File: src/rtl/vga_timing_pkg.sv
// vga_timing_pkg: shared constants for the VGA timing generator.
// Default 640x480@60 segments, polarity codes and a segment-sum helper.
package vga_timing_pkg;

  localparam int unsigned H_ACTIVE  = 640;
  localparam int unsigned H_FRONT   = 16;
  localparam int unsigned H_SYNC    = 96;
  localparam int unsigned H_BACK    = 48;
  localparam int unsigned V_ACTIVE  = 480;
  localparam int unsigned V_FRONT   = 10;
  localparam int unsigned V_SYNC    = 2;
  localparam int unsigned V_BACK    = 33;
  localparam int unsigned CNT_WIDTH = 10;

  localparam logic POL_LOW  = 1'b0;
  localparam logic POL_HIGH = 1'b1;

  function automatic int unsigned total(
    input int unsigned active,
    input int unsigned front,
    input int unsigned sync,
    input int unsigned back
  );
    return active + front + sync + back;
  endfunction

endpackage

File: src/rtl/vga_axis_counter.sv
// vga_axis_counter: one raster axis (column or row) with sync/active decode.
// Ports: clk, rst_n, advance in; value, wrap pulse, sync, active, next_wrap out.
module vga_axis_counter
  import vga_timing_pkg::*;
#(
  parameter int unsigned P_ACTIVE = H_ACTIVE,
  parameter int unsigned P_FRONT  = H_FRONT,
  parameter int unsigned P_SYNC   = H_SYNC,
  parameter int unsigned P_BACK   = H_BACK,
  parameter logic        P_POL    = POL_LOW,
  parameter int unsigned P_WIDTH  = CNT_WIDTH
) (
  input  logic               clk,
  input  logic               rst_n,
  input  logic               advance,
  output logic [P_WIDTH-1:0] value,
  output logic               wrap,
  output logic               sync,
  output logic               active,
  output logic               next_wrap
);

  localparam int unsigned TOTAL =
    total(P_ACTIVE, P_FRONT, P_SYNC, P_BACK);

  if (P_ACTIVE == 0 || P_FRONT == 0 ||
      P_SYNC == 0 || P_BACK == 0) begin : g_seg_err
    $error("vga_axis_counter: zero-width segment");
  end

  if (64'(TOTAL) > (64'd1 << P_WIDTH)) begin : g_wid_err
    $error("vga_axis_counter: counter too narrow");
  end

  localparam logic [P_WIDTH-1:0] LAST =
    P_WIDTH'(TOTAL - 1);
  localparam logic [P_WIDTH-1:0] SYNC_LO =
    P_WIDTH'(P_ACTIVE + P_FRONT);
  localparam logic [P_WIDTH-1:0] SYNC_HI =
    P_WIDTH'(P_ACTIVE + P_FRONT + P_SYNC - 1);
  localparam logic [P_WIDTH-1:0] ACT_END =
    P_WIDTH'(P_ACTIVE);

  logic [P_WIDTH-1:0] value_q, value_d;
  logic wrap_q, wrap_d;
  logic sync_q, sync_d;
  logic active_q, active_d;

  assign next_wrap = (value_q == LAST);

  // Decode uses the next count so flags line up with value.
  always_comb begin
    value_d  = value_q;
    wrap_d   = 1'b0;
    sync_d   = sync_q;
    active_d = active_q;
    if (advance) begin
      value_d  = next_wrap ? '0 : value_q + P_WIDTH'(1);
      wrap_d   = next_wrap;
      sync_d   = (value_d >= SYNC_LO && value_d <= SYNC_HI)
                 ? P_POL : ~P_POL;
      active_d = (value_d < ACT_END);
    end
  end

  always_ff @(posedge clk) begin
    if (!rst_n) begin
      value_q  <= LAST;
      wrap_q   <= 1'b0;
      sync_q   <= ~P_POL;
      active_q <= 1'b0;
    end else begin
      value_q  <= value_d;
      wrap_q   <= wrap_d;
      sync_q   <= sync_d;
      active_q <= active_d;
    end
  end

  assign value  = value_q;
  assign wrap   = wrap_q;
  assign sync   = sync_q;
  assign active = active_q;

endmodule

File: src/rtl/vga_timing_gen.sv
// vga_timing_gen: parametrised VGA raster timing (syncs, active, coords).
// Ports: i_Clk, i_Rst_n, i_Ce in; syncs, active, col/row, line/frame strobes out.
module vga_timing_gen
  import vga_timing_pkg::*;
#(
  parameter int unsigned g_Active_Col = H_ACTIVE,
  parameter int unsigned g_Front_Col  = H_FRONT,
  parameter int unsigned g_Sync_Col   = H_SYNC,
  parameter int unsigned g_Back_Col   = H_BACK,
  parameter int unsigned g_Active_Row = V_ACTIVE,
  parameter int unsigned g_Front_Row  = V_FRONT,
  parameter int unsigned g_Sync_Row   = V_SYNC,
  parameter int unsigned g_Back_Row   = V_BACK,
  parameter logic        g_HSync_Pol  = POL_LOW,
  parameter logic        g_VSync_Pol  = POL_LOW,
  parameter int unsigned g_Cnt_Width  = CNT_WIDTH
) (
  input  logic                   i_Clk,
  input  logic                   i_Rst_n,
  input  logic                   i_Ce,
  output logic                   o_HSync,
  output logic                   o_VSync,
  output logic                   o_Active,
  output logic [g_Cnt_Width-1:0] o_Col,
  output logic [g_Cnt_Width-1:0] o_Row,
  output logic                   o_Line_Start,
  output logic                   o_Frame_Start
);

  logic h_wrap, h_active, h_next_wrap;
  logic v_wrap, v_active;
  logic v_adv;
  logic unused_v_next_wrap;

  // Rows step only on the enabled cycle that wraps the column.
  assign v_adv = i_Ce & h_next_wrap;

  vga_axis_counter #(
    .P_ACTIVE (g_Active_Col),
    .P_FRONT  (g_Front_Col),
    .P_SYNC   (g_Sync_Col),
    .P_BACK   (g_Back_Col),
    .P_POL    (g_HSync_Pol),
    .P_WIDTH  (g_Cnt_Width)
  ) u_h (
    .clk       (i_Clk),
    .rst_n     (i_Rst_n),
    .advance   (i_Ce),
    .value     (o_Col),
    .wrap      (h_wrap),
    .sync      (o_HSync),
    .active    (h_active),
    .next_wrap (h_next_wrap)
  );

  vga_axis_counter #(
    .P_ACTIVE (g_Active_Row),
    .P_FRONT  (g_Front_Row),
    .P_SYNC   (g_Sync_Row),
    .P_BACK   (g_Back_Row),
    .P_POL    (g_VSync_Pol),
    .P_WIDTH  (g_Cnt_Width)
  ) u_v (
    .clk       (i_Clk),
    .rst_n     (i_Rst_n),
    .advance   (v_adv),
    .value     (o_Row),
    .wrap      (v_wrap),
    .sync      (o_VSync),
    .active    (v_active),
    .next_wrap (unused_v_next_wrap)
  );

  // Row wrap pulse can only occur together with a column wrap.
  assign o_Active      = h_active & v_active;
  assign o_Line_Start  = h_wrap;
  assign o_Frame_Start = v_wrap;

endmodule

File: config.mk
export PLATFORM = sky130hd
export DESIGN_NAME = vga_timing_gen
export DESIGN_NICKNAME = d
export VERILOG_FILES = /design/src/rtl/vga_timing_pkg.sv /design/src/rtl/vga_axis_counter.sv /design/src/rtl/vga_timing_gen.sv
export SDC_FILE = /design/constraint.sdc
export NUM_CORES = 1
export LEC_CHECK = 0
export ABC_CLOCK_PERIOD_IN_PS = 3900
export CORE_MARGIN = 4
export CORE_UTILIZATION = 50
export CTS_BUF_LIST = sky130_fd_sc_hd__clkbuf_8
export CTS_CLUSTER_SIZE = 14
export DETAILED_ROUTE_END_ITERATION = 10
export PLACE_DENSITY = 0.77
export SLEW_MARGIN = 10
export SYNTH_ARGS = -nofsm -noshare
export SYNTH_HDL_FRONTEND = slang
export SYNTH_SLANG_ARGS = --single-unit
File: constraint.sdc
create_clock -name i_Clk -period 3.9 [get_ports i_Clk]
set_input_delay 0.39 -clock i_Clk [delete_from_list [all_inputs] [get_ports i_Clk]]
set_output_delay 0.39 -clock i_Clk [all_outputs]
set_load 0.05 [all_outputs]
==> impl_metrics.ini, run 1 <==
[run_status]
outcome = complete, no violations

[clock_tree]
cts-root-buf = clkbuf_8
clock_path_buffers = 2
cts_sinks = 26
postCtsHoldBufs = 0
ctsResizeCount = 0
cts_tree = yes
cts_setup_buffers = 0
h-tree-depth = 1
insertion_delay_ns = 0.27
numCtsBuffers = 3
clk_pin_slew_ns = 0.09

[placement]
io_buffer_count = 27
dp_hpwl_um = 2640
gp_congestion = 0.898

[timing]
finClkSkew_ns = 0.00202
final.min_clock_period_ns = 2.30
setup_viol = 0
max_freq_mhz = 434
tns_ns = 0
final_max_slew_viol_count = 0
holdWs_ns = 0.493
period_share_pct = 59.1
hold_viol = 0
relSlewSlack_pct = 62.1
worstMarginPinSlew_ns = 0.566
rsz0062_at_grt = no

[power_and_ir_drop]
swShare_pct = 37.6
p_clk_share_pct = 21.5
internal-power_mw = 0.449
power_density_nw_per_um2 = 392
combPwrFrac_pct = 34.1
power.switching_mw = 0.270
peakVddDrop_uv = 203
finalPower_mw = 0.719
p_seq_share_pct = 44.4
leakage_nw = 0.682

[setup_path]
cp_data_required_time_ns = 4.10
cp_cell_sequence = ha_1, and4_1, nand4_2, or4_1, a21oi_1
critical-path-top-delay-family = simple AND/OR/NAND/NOR gates
crit_fanout = 17
cp-start-kind = register
crit_arrival_ns = 2.51
reg2reg_slack_ns = 1.60
max_stage_delay_ns = 0.60
critical_path_class = register to register
end_kind = register
critPathSlowestCell = or4_1
crit_buf_inv = 0

[synthesis]
synthTopCellsByArea = dfxtp_1 (34%), nand2_1 (5.9%), o21ai_0 (4.9%)
yosys-top-cells-count = dfxtp_1 (26), nand2_1 (24), nor2_1 (19), o21ai_0 (15), nand3_1 (12)
synth.net_count = 201
synthCells = 193
syn_avg_cell_area_um2 = 7.87
synth_top_area_share_pct = 34.3
async_reset_ff_share_pct = 0
synth_top_cell_by_area = dfxtp_1
yosysMostFrequentCell = dfxtp_1
ys_ff_latch = 26
yosysUniqueCellTypes = 47
synth_enable_flop_cells = 0
synthFlopType = dfxtp_1
seq_area_frac_synth_pct = 34.3
synthesis.area_um2 = 1520
yosysWarnings = 0

[cells_and_area]
drive_gt1_share_pct = 6.98
multi_input_area_um2 = 936
syn_to_final_growth_pct = 20.7
seq_area_um2 = 520
n_fill_cell = 254
fin_util_pct = 64.8
fin_nets = 225
antenna_cells = 0

[global_route]
antenna_found_initial = 0
grt_pass1_vias = 1351
grt_use_total_pct = 19.3
grt.overflow.total = 0
grt_pass1_wl_um = 6360
grt_max_degree = 18

[drt]
postRouteAntennaNets = 0
vias = 1487
viasPerCell = 6.04
wl_um = 3680
dr.pass1.iters = 4
route.detailed.drc = 0
drt-initial-drc-count = 93
wl_per_cell_um = 15.0

[die]
start_util_pct = 53.7
dieArea_um2 = 3980
fp.dieW_um = 63.1
pin_count = 28
design.core.area_um2 = 2830
num_rows = 19
die_y_um = 63.1

[flow_run]
cap_violations = 0

[min_path]
hold_path.class = register to register
## through the flow
step / std cells / cell area (µm²) / setup WS, ns
2_1_floorplan: 193 / 1520 / 1.71
3_3_place_gp: 243 / 1790 / 1.54
3_5_place_dp: 243 / 1790 / 1.45
4_1_cts: 246 / 1830 / 1.61
5_1_grt: 246 / 1830 / 1.38
6_report: 246 / 1830 / 1.60
## sequential cells by signal, indices dropped and copies added (netlist names)
signal,count
u_h.wrap,1
u_h.value,10
u_v.wrap,1
u_v.value,10
u_v.active,1
u_h.active,1
u_v.sync,1
u_h.sync,1
## power by group through the flow
stage          Sequential (mW)  Clock [mW]  Combinational (mW)
2_1_floorplan            0.370           0               0.132
3_3_place_gp             0.323           0               0.240
3_5_place_dp             0.324           0               0.243
4_1_cts                  0.318       0.160               0.244
5_1_grt                  0.325       0.173               0.265
6_report                 0.319       0.155               0.245
## metal layers
metal	track usage, %	share of wire, %	vias up
met4	8.26	1.4	0
li1	-	-	739
met3	2.84	6.7	5
met2	29.5	46	57
met5	0	0	-
met1	26.9	45	686
## cell type report
class | instances | area share (%)
Clock buffer | 3 | 2.25
Inverter | 7 | 1.43
Multi-Input combinational cell | 152 | 51.1
Sequential cell | 26 | 28.4
Tap cell | 31 | 2.12
Timing Repair Buffer | 27 | 14.7
## kinds of logic after synthesis
kind of cell	count (synthesis)	share of synthesized area [%]
AND/OR/NAND/NOR	102	38.1
AO/OA/AOI/OAI	37	14.7
flip-flops	26	34.3
buffers and inverters	15	4.12
XOR/XNOR	7	4.04
adder cells (fa/ha/maj)	5	4.12
multiplexers	1	0.659
## path summary, 6_finish.rpt
| check | from | endpoint | depth (start not counted) |
|---|---|---|---|
| setup / recovery | u_h.value[0] | u_v.value[8] | 5 |
| hold / removal | u_v.active | u_v.active | 2 |
| hold reg to reg | u_v.active | u_v.active | 2 |
| setup reg to reg | u_h.value[0] | u_v.value[8] | 5 |
## tightest hold or removal path, cell delays in order (launching register included)
cell and delay [ns]:
dfxtp_1 0.31, nand3_1 0.08, o31ai_2 0.06
## placed cells by master, fill, tap and decap left out, drive strengths merged, types with 4 or more instances in the layout
cell type and count:
a21oi 8, a31oi 5, and3 5, and4 4, clkdlybuf4s50 27, dfxtp 26
ha 5, inv 7, nand2 24, nand3 13, nand4 5, nor2 20
nor3 6, o21ai 15, or3 6, xor2 4
(Power assumes the default switching activity.)
==> inputs of run 2 (changes only) <==
--- a/config.mk
+++ b/config.mk
@@ -5,13 +5,13 @@
 export SDC_FILE = /design/constraint.sdc
 export NUM_CORES = 1
 export LEC_CHECK = 0
-export ABC_CLOCK_PERIOD_IN_PS = 3900
+export ABC_CLOCK_PERIOD_IN_PS = 2100
 export CORE_MARGIN = 4
-export CORE_UTILIZATION = 50
+export CORE_UTILIZATION = 49
 export CTS_BUF_LIST = sky130_fd_sc_hd__clkbuf_8
 export CTS_CLUSTER_SIZE = 14
 export DETAILED_ROUTE_END_ITERATION = 10
-export PLACE_DENSITY = 0.77
+export PLACE_DENSITY = 0.79
 export SLEW_MARGIN = 10
 export SYNTH_ARGS = -nofsm -noshare
 export SYNTH_HDL_FRONTEND = slang
==> constraint.sdc (replaced) <==
create_clock -name i_Clk -period 2.1 [get_ports i_Clk]
set_input_delay 0.21 -clock i_Clk [delete_from_list [all_inputs] [get_ports i_Clk]]
set_output_delay 0.21 -clock i_Clk [all_outputs]
set_load 0.05 [all_outputs]
==> run 2 against run 1 <==
Cell area is 1.9% higher. Hold slack better by 0.0013 ns. Clock skew is 0.0034 ns higher. Critical path depth is 1 higher. Fmax is 21% higher. Total power is 85% higher. Global-route usage is 0.73 points lower. Non-clock buffer count is 4 higher. Critical path type unchanged. Largest cell class unchanged. Largest power group unchanged. Highest routed layer unchanged.
==> impl_metrics.ini, run 2 (synthesis gave the netlist of run 1 again) <==
[timing]
worstMarginPinSlew_ns = 0.507
hold_viol = 0
finClkSkew_ns = 0.00543
final_max_slew_viol_count = 0
final.min_clock_period_ns = 1.91
holdWs_ns = 0.495
setup_viol = 0
max_freq_mhz = 524
relSlewSlack_pct = 66.1
tns_ns = 0
period_share_pct = 90.9
rsz0062_at_grt = no

[drt]
wl_per_cell_um = 14.6
wl_um = 3660
drt-initial-drc-count = 165
route.detailed.drc = 0
vias = 1492
postRouteAntennaNets = 0
dr.pass1.iters = 5
viasPerCell = 5.97

[setup_path]
crit_arrival_ns = 2.05
critical_path_class = register to register
cp-start-kind = register
worst_r2r_path_depth = 6
end_kind = register
crit_fanout = 8
cp_data_required_time_ns = 2.24

[global_route]
grt_pass1_wl_um = 6280
antenna_found_initial = 0
grt.overflow.total = 0
grt_max_degree = 15
grt_pass1_vias = 1421
grt_use_total_pct = 18.6

[die]
pin_count = 28
die_y_um = 63.7
num_rows = 19
fp.dieW_um = 63.7
design.core.area_um2 = 2850
dieArea_um2 = 4050
start_util_pct = 53.2

[power_and_ir_drop]
leakage_nw = 0.699
peakVddDrop_uv = 567
power_density_nw_per_um2 = 713

[flow_run]
cap_violations = 0

[min_path]
worstHoldPathCells = 2
hold_path.class = register to register

[clock_tree]
clk_pin_slew_ns = 0.09
insertion_delay_ns = 0.27
cts-root-buf = clkbuf_8
numCtsBuffers = 3
cts_tree = yes
cts_setup_buffers = 0
postCtsHoldBufs = 0
h-tree-depth = 1
cts_sinks = 26
clock_path_buffers = 2

[cells_and_area]
seq_area_um2 = 523
layout_common_cells = clkdlybuf4s50_1 (27), nand2_1 (24), dfxtp_1 (24)
final_common_cell = clkdlybuf4s50_1
multi_input_area_um2 = 938
antenna_cells = 0
n_fill_cell = 257
drive_gt1_share_pct = 10.0
fin_nets = 229
syn_to_final_growth_pct = 23.0

[run_status]
outcome = complete, no violations

[placement]
io_buffer_count = 27
gp_congestion = 0.889
dp_hpwl_um = 2730
-- run 2: final cells by class --
class,count,share of cell area (%)
inverter,7,1.41
sequential,26,28.0
multi-input combinational,152,50.2
tap,31,2.08
clock buffer,3,2.21
timing repair buffer,31,16.1
-- run 2: path summary, 6_finish.rpt --
| path | start | end | slack, ns |
|---|---|---|---|
| setup / recovery | u_h.value[1] | u_h.active | 0.19 |
| hold / removal | u_v.active | u_v.active | 0.49 |
| setup reg to reg | u_h.value[1] | u_h.active | 0.19 |
| hold reg to reg | u_v.active | u_v.active | 0.49 |
-- run 2: per-stage QoR --
stage               util, %  area, µm²  total power, mW  setup slack, ns  std cells
global placement       63.9       1820             1.05            0.253        247
floorplan                 -       1520            0.933           0.0974        193
CTS                    65.4       1870             1.33            0.176        250
detailed placement     63.9       1820             1.06            0.195        247
finish                 65.5       1870             1.33            0.192        250
global route           65.5       1870             1.40           0.0394        250
-- run 2: critical path: stages, from the launching register on --
cell and delay [ns]:
dfxtp_2 0.41, ha_2 0.27, nand4_1 0.21, or3_1 0.44, a41o_1 0.27, o22ai_1 0.13, a211oi_1 0.07
-- run 2: layer usage --
metal  up-vias  GRT usage, %  part of all wire (%)
li1        754             -                     -
met3         2          4.26                   5.7
met1       695          24.3                    47
met5         -             0                     0
met2        41          31.2                    47
met4         0          3.77                  0.49
-- run 2: power by group --
part | internal (mW) | leakage, nW | switching, mW
registers | 0.530 | 0.212 | 0.0631
logic | 0.183 | 0.466 | 0.279
clock network | 0.128 | 0.0216 | 0.147
-- run 2: timing repair --
action | 4_1_cts | 5_1_grt
endpoints found under the hold margin | 0 | 0
resized for setup | 0 | 1
setup endpoints to repair | 0 | 4
==> inputs of run 3 (changes only) <==
--- a/config.mk
+++ b/config.mk
@@ -5,13 +5,13 @@
 export SDC_FILE = /design/constraint.sdc
 export NUM_CORES = 1
 export LEC_CHECK = 0
-export ABC_CLOCK_PERIOD_IN_PS = 2100
+export ABC_CLOCK_PERIOD_IN_PS = 2200
 export CORE_MARGIN = 4
-export CORE_UTILIZATION = 49
+export CORE_UTILIZATION = 50
 export CTS_BUF_LIST = sky130_fd_sc_hd__clkbuf_8
 export CTS_CLUSTER_SIZE = 14
 export DETAILED_ROUTE_END_ITERATION = 10
-export PLACE_DENSITY = 0.79
+export PLACE_DENSITY = 0.77
 export SLEW_MARGIN = 10
 export SYNTH_ARGS = -nofsm -noshare
 export SYNTH_HDL_FRONTEND = slang
==> constraint.sdc (replaced) <==
create_clock -name i_Clk -period 2.2 [get_ports i_Clk]
set_input_delay 0.22 -clock i_Clk [delete_from_list [all_inputs] [get_ports i_Clk]]
set_output_delay 0.22 -clock i_Clk [all_outputs]
set_load 0.05 [all_outputs]
==> run 3 against run 2 <==
Global-route usage grew 0.52 points. Total power hardly changed. Sequential power is 4.7% lower. Die area decreased by 1.8%. Via count rose by 2.1%. First-iteration DRC count is 49% lower. Sequential share of layout area shrank 0.45 points. Highest routed layer unchanged. Register-to-register slack improved by 0.03 ns. Largest cell class unchanged. Setup slack improved by 0.025 ns. Clock skew down 0.0021 ns. Critical path type unchanged.
==> impl_metrics.ini, run 3 (synthesis gave the netlist of run 1 again) <==
[run_status]
outcome = complete, no violations

[setup_path]
end_kind = register
critPathSlowestCell = dfxtp_1
crit_buf_inv = 0
reg2reg_slack_ns = 0.22
crit_arrival_ns = 2.13
critical_path_class = register to register
cp_data_required_time_ns = 2.35
worstSetupPathDepth = 6
critical-path-top-delay-family = simple AND/OR/NAND/NOR gates
worst_r2r_path_depth = 6
crit_fanout = 8
cp-start-kind = register
r2r-start = u_h.value[1]
cp_cell_sequence = ha_2, nand4_1, or3_1, a41o_1, o22ai_1, a211oi_1
max_stage_delay_ns = 0.46
reg2reg_to = u_h.active

[die]
die_y_um = 63.1
start_util_pct = 53.7
fp.dieW_um = 63.1
pin_count = 28
design.core.area_um2 = 2830
num_rows = 19
dieArea_um2 = 3980

[cells_and_area]
antenna_cells = 0
layout_common_cells = clkdlybuf4s50_1 (27), dfxtp_1 (26), nand2_1 (24)
fin_util_pct = 66.8
drive_gt1_share_pct = 10.4
fin_cells = 252
final_common_cell = clkdlybuf4s50_1
stdcell_area_um2 = 1890
syn_to_final_growth_pct = 24.4
n_fill_cell = 250
fin_nets = 230

[drt]
postRouteAntennaNets = 0
viasPerCell = 6.04
drt-initial-drc-count = 84
dr.pass1.iters = 7
wl_per_cell_um = 14.8
wl_um = 3740
route.detailed.drc = 0
vias = 1523

[clock_tree]
insertion_delay_ns = 0.27
clock_path_buffers = 2
cts_tree = yes
cts_sinks = 26
h-tree-depth = 1
cts-root-buf = clkbuf_8
clk_pin_slew_ns = 0.09
numCtsBuffers = 3
cts_setup_buffers = 0

[timing]
max_freq_mhz = 504
finClkSkew_ns = 0.00336
hold_viol = 0
rsz0062_at_grt = no
final.min_clock_period_ns = 1.98
worstMarginPinSlew_ns = 0.513
final_max_slew_viol_count = 0
setup_viol = 0
period_share_pct = 90.1
relSlewSlack_pct = 65.5
tns_ns = 0

[min_path]
min_from = u_v.active
worstHoldPathCells = 2
holdPathEnd = u_v.active
hold_path.class = register to register

[placement]
placedCellCount = 248
place_area_um2 = 1830
io_buffer_count = 27
dp_hpwl_um = 2780
gp_congestion = 0.879

[global_route]
antenna_found_initial = 0
grt.overflow.total = 0
grt_pass1_vias = 1432
grt_pass1_wl_um = 6420
grt_max_degree = 15
grt_use_total_pct = 19.1

[power_and_ir_drop]
leakage_nw = 0.711
finalPower_mw = 1.33
peakVddDrop_uv = 441
power_density_nw_per_um2 = 704

[flow_run]
cap_violations = 0
## run 3: cell count changes in the layout (fill, tap and decap cells not counted)
cell / change
dfxtp_1: +2
dfxtp_2: -2
buf_4: +1
clkbuf_8: +1
nor2_1: -1
nor2_2: +1
## run 3: worst max path at each step
stage / startpoint / endpoint / slack [ns]
6_report: u_h.value[1] / u_h.active / 0.22
4_1_cts: u_h.value[1] / u_v.value[4] / 0.16
2_1_floorplan: u_h.value[0] / u_h.active / 0.01
5_1_grt: u_h.value[1] / u_h.active / 0.08
3_3_place_gp: u_v.value[0] / u_v.value[3] / 0.33
3_5_place_dp: u_h.value[1] / u_v.value[4] / 0.19
## run 3: per-stage QoR
step	hold slack, ns	setup slack, ns
floorplan	0.311	0.0137
global placement	0.478	0.326
detailed placement	0.474	0.192
CTS	0.486	0.163
global route	0.519	0.0810
finish	0.487	0.217
## run 3: repair_timing
item / in CTS / in global routing
hold buffers: 0 / 0
gates resized for setup: 0 / 2
endpoints found under the setup margin: 0 / 5
endpoints found under the hold margin: 0 / 0
## run 3: final cells by class
type | count | area (µm²) | share of cell area [%]
Clock buffer | 4 | 55.1 | 2.91
Inverter | 7 | 26.3 | 1.39
Multi-Input combinational cell | 152 | 941 | 49.8
Sequential cell | 26 | 520 | 27.5
Tap cell | 31 | 38.8 | 2.05
Timing Repair Buffer | 32 | 308 | 16.3
## run 3: tightest hold or removal path: cells and delay by family, from the launching register on
family          cells  cell delay (ns)
flops               1             0.32
simple gates        1             0.07
compound gates      1             0.06
## run 3: per-layer routing
metal / vias up / GRT usage, % / wire (µm)
met4: 0 / 4.68 / 21
met3: 2 / 2.66 / 216
met5: - / 0 / 0
met2: 58 / 31.6 / 1760
met1: 715 / 26.1 / 1750
li1: 748 / - / -
## run 3: power by group
| part | leakage, nW | internal, mW | switching [mW] |
|---|---|---|---|
| logic | 0.470 | 0.177 | 0.275 |
| clock network | 0.0288 | 0.160 | 0.153 |
| registers | 0.212 | 0.505 | 0.0597 |
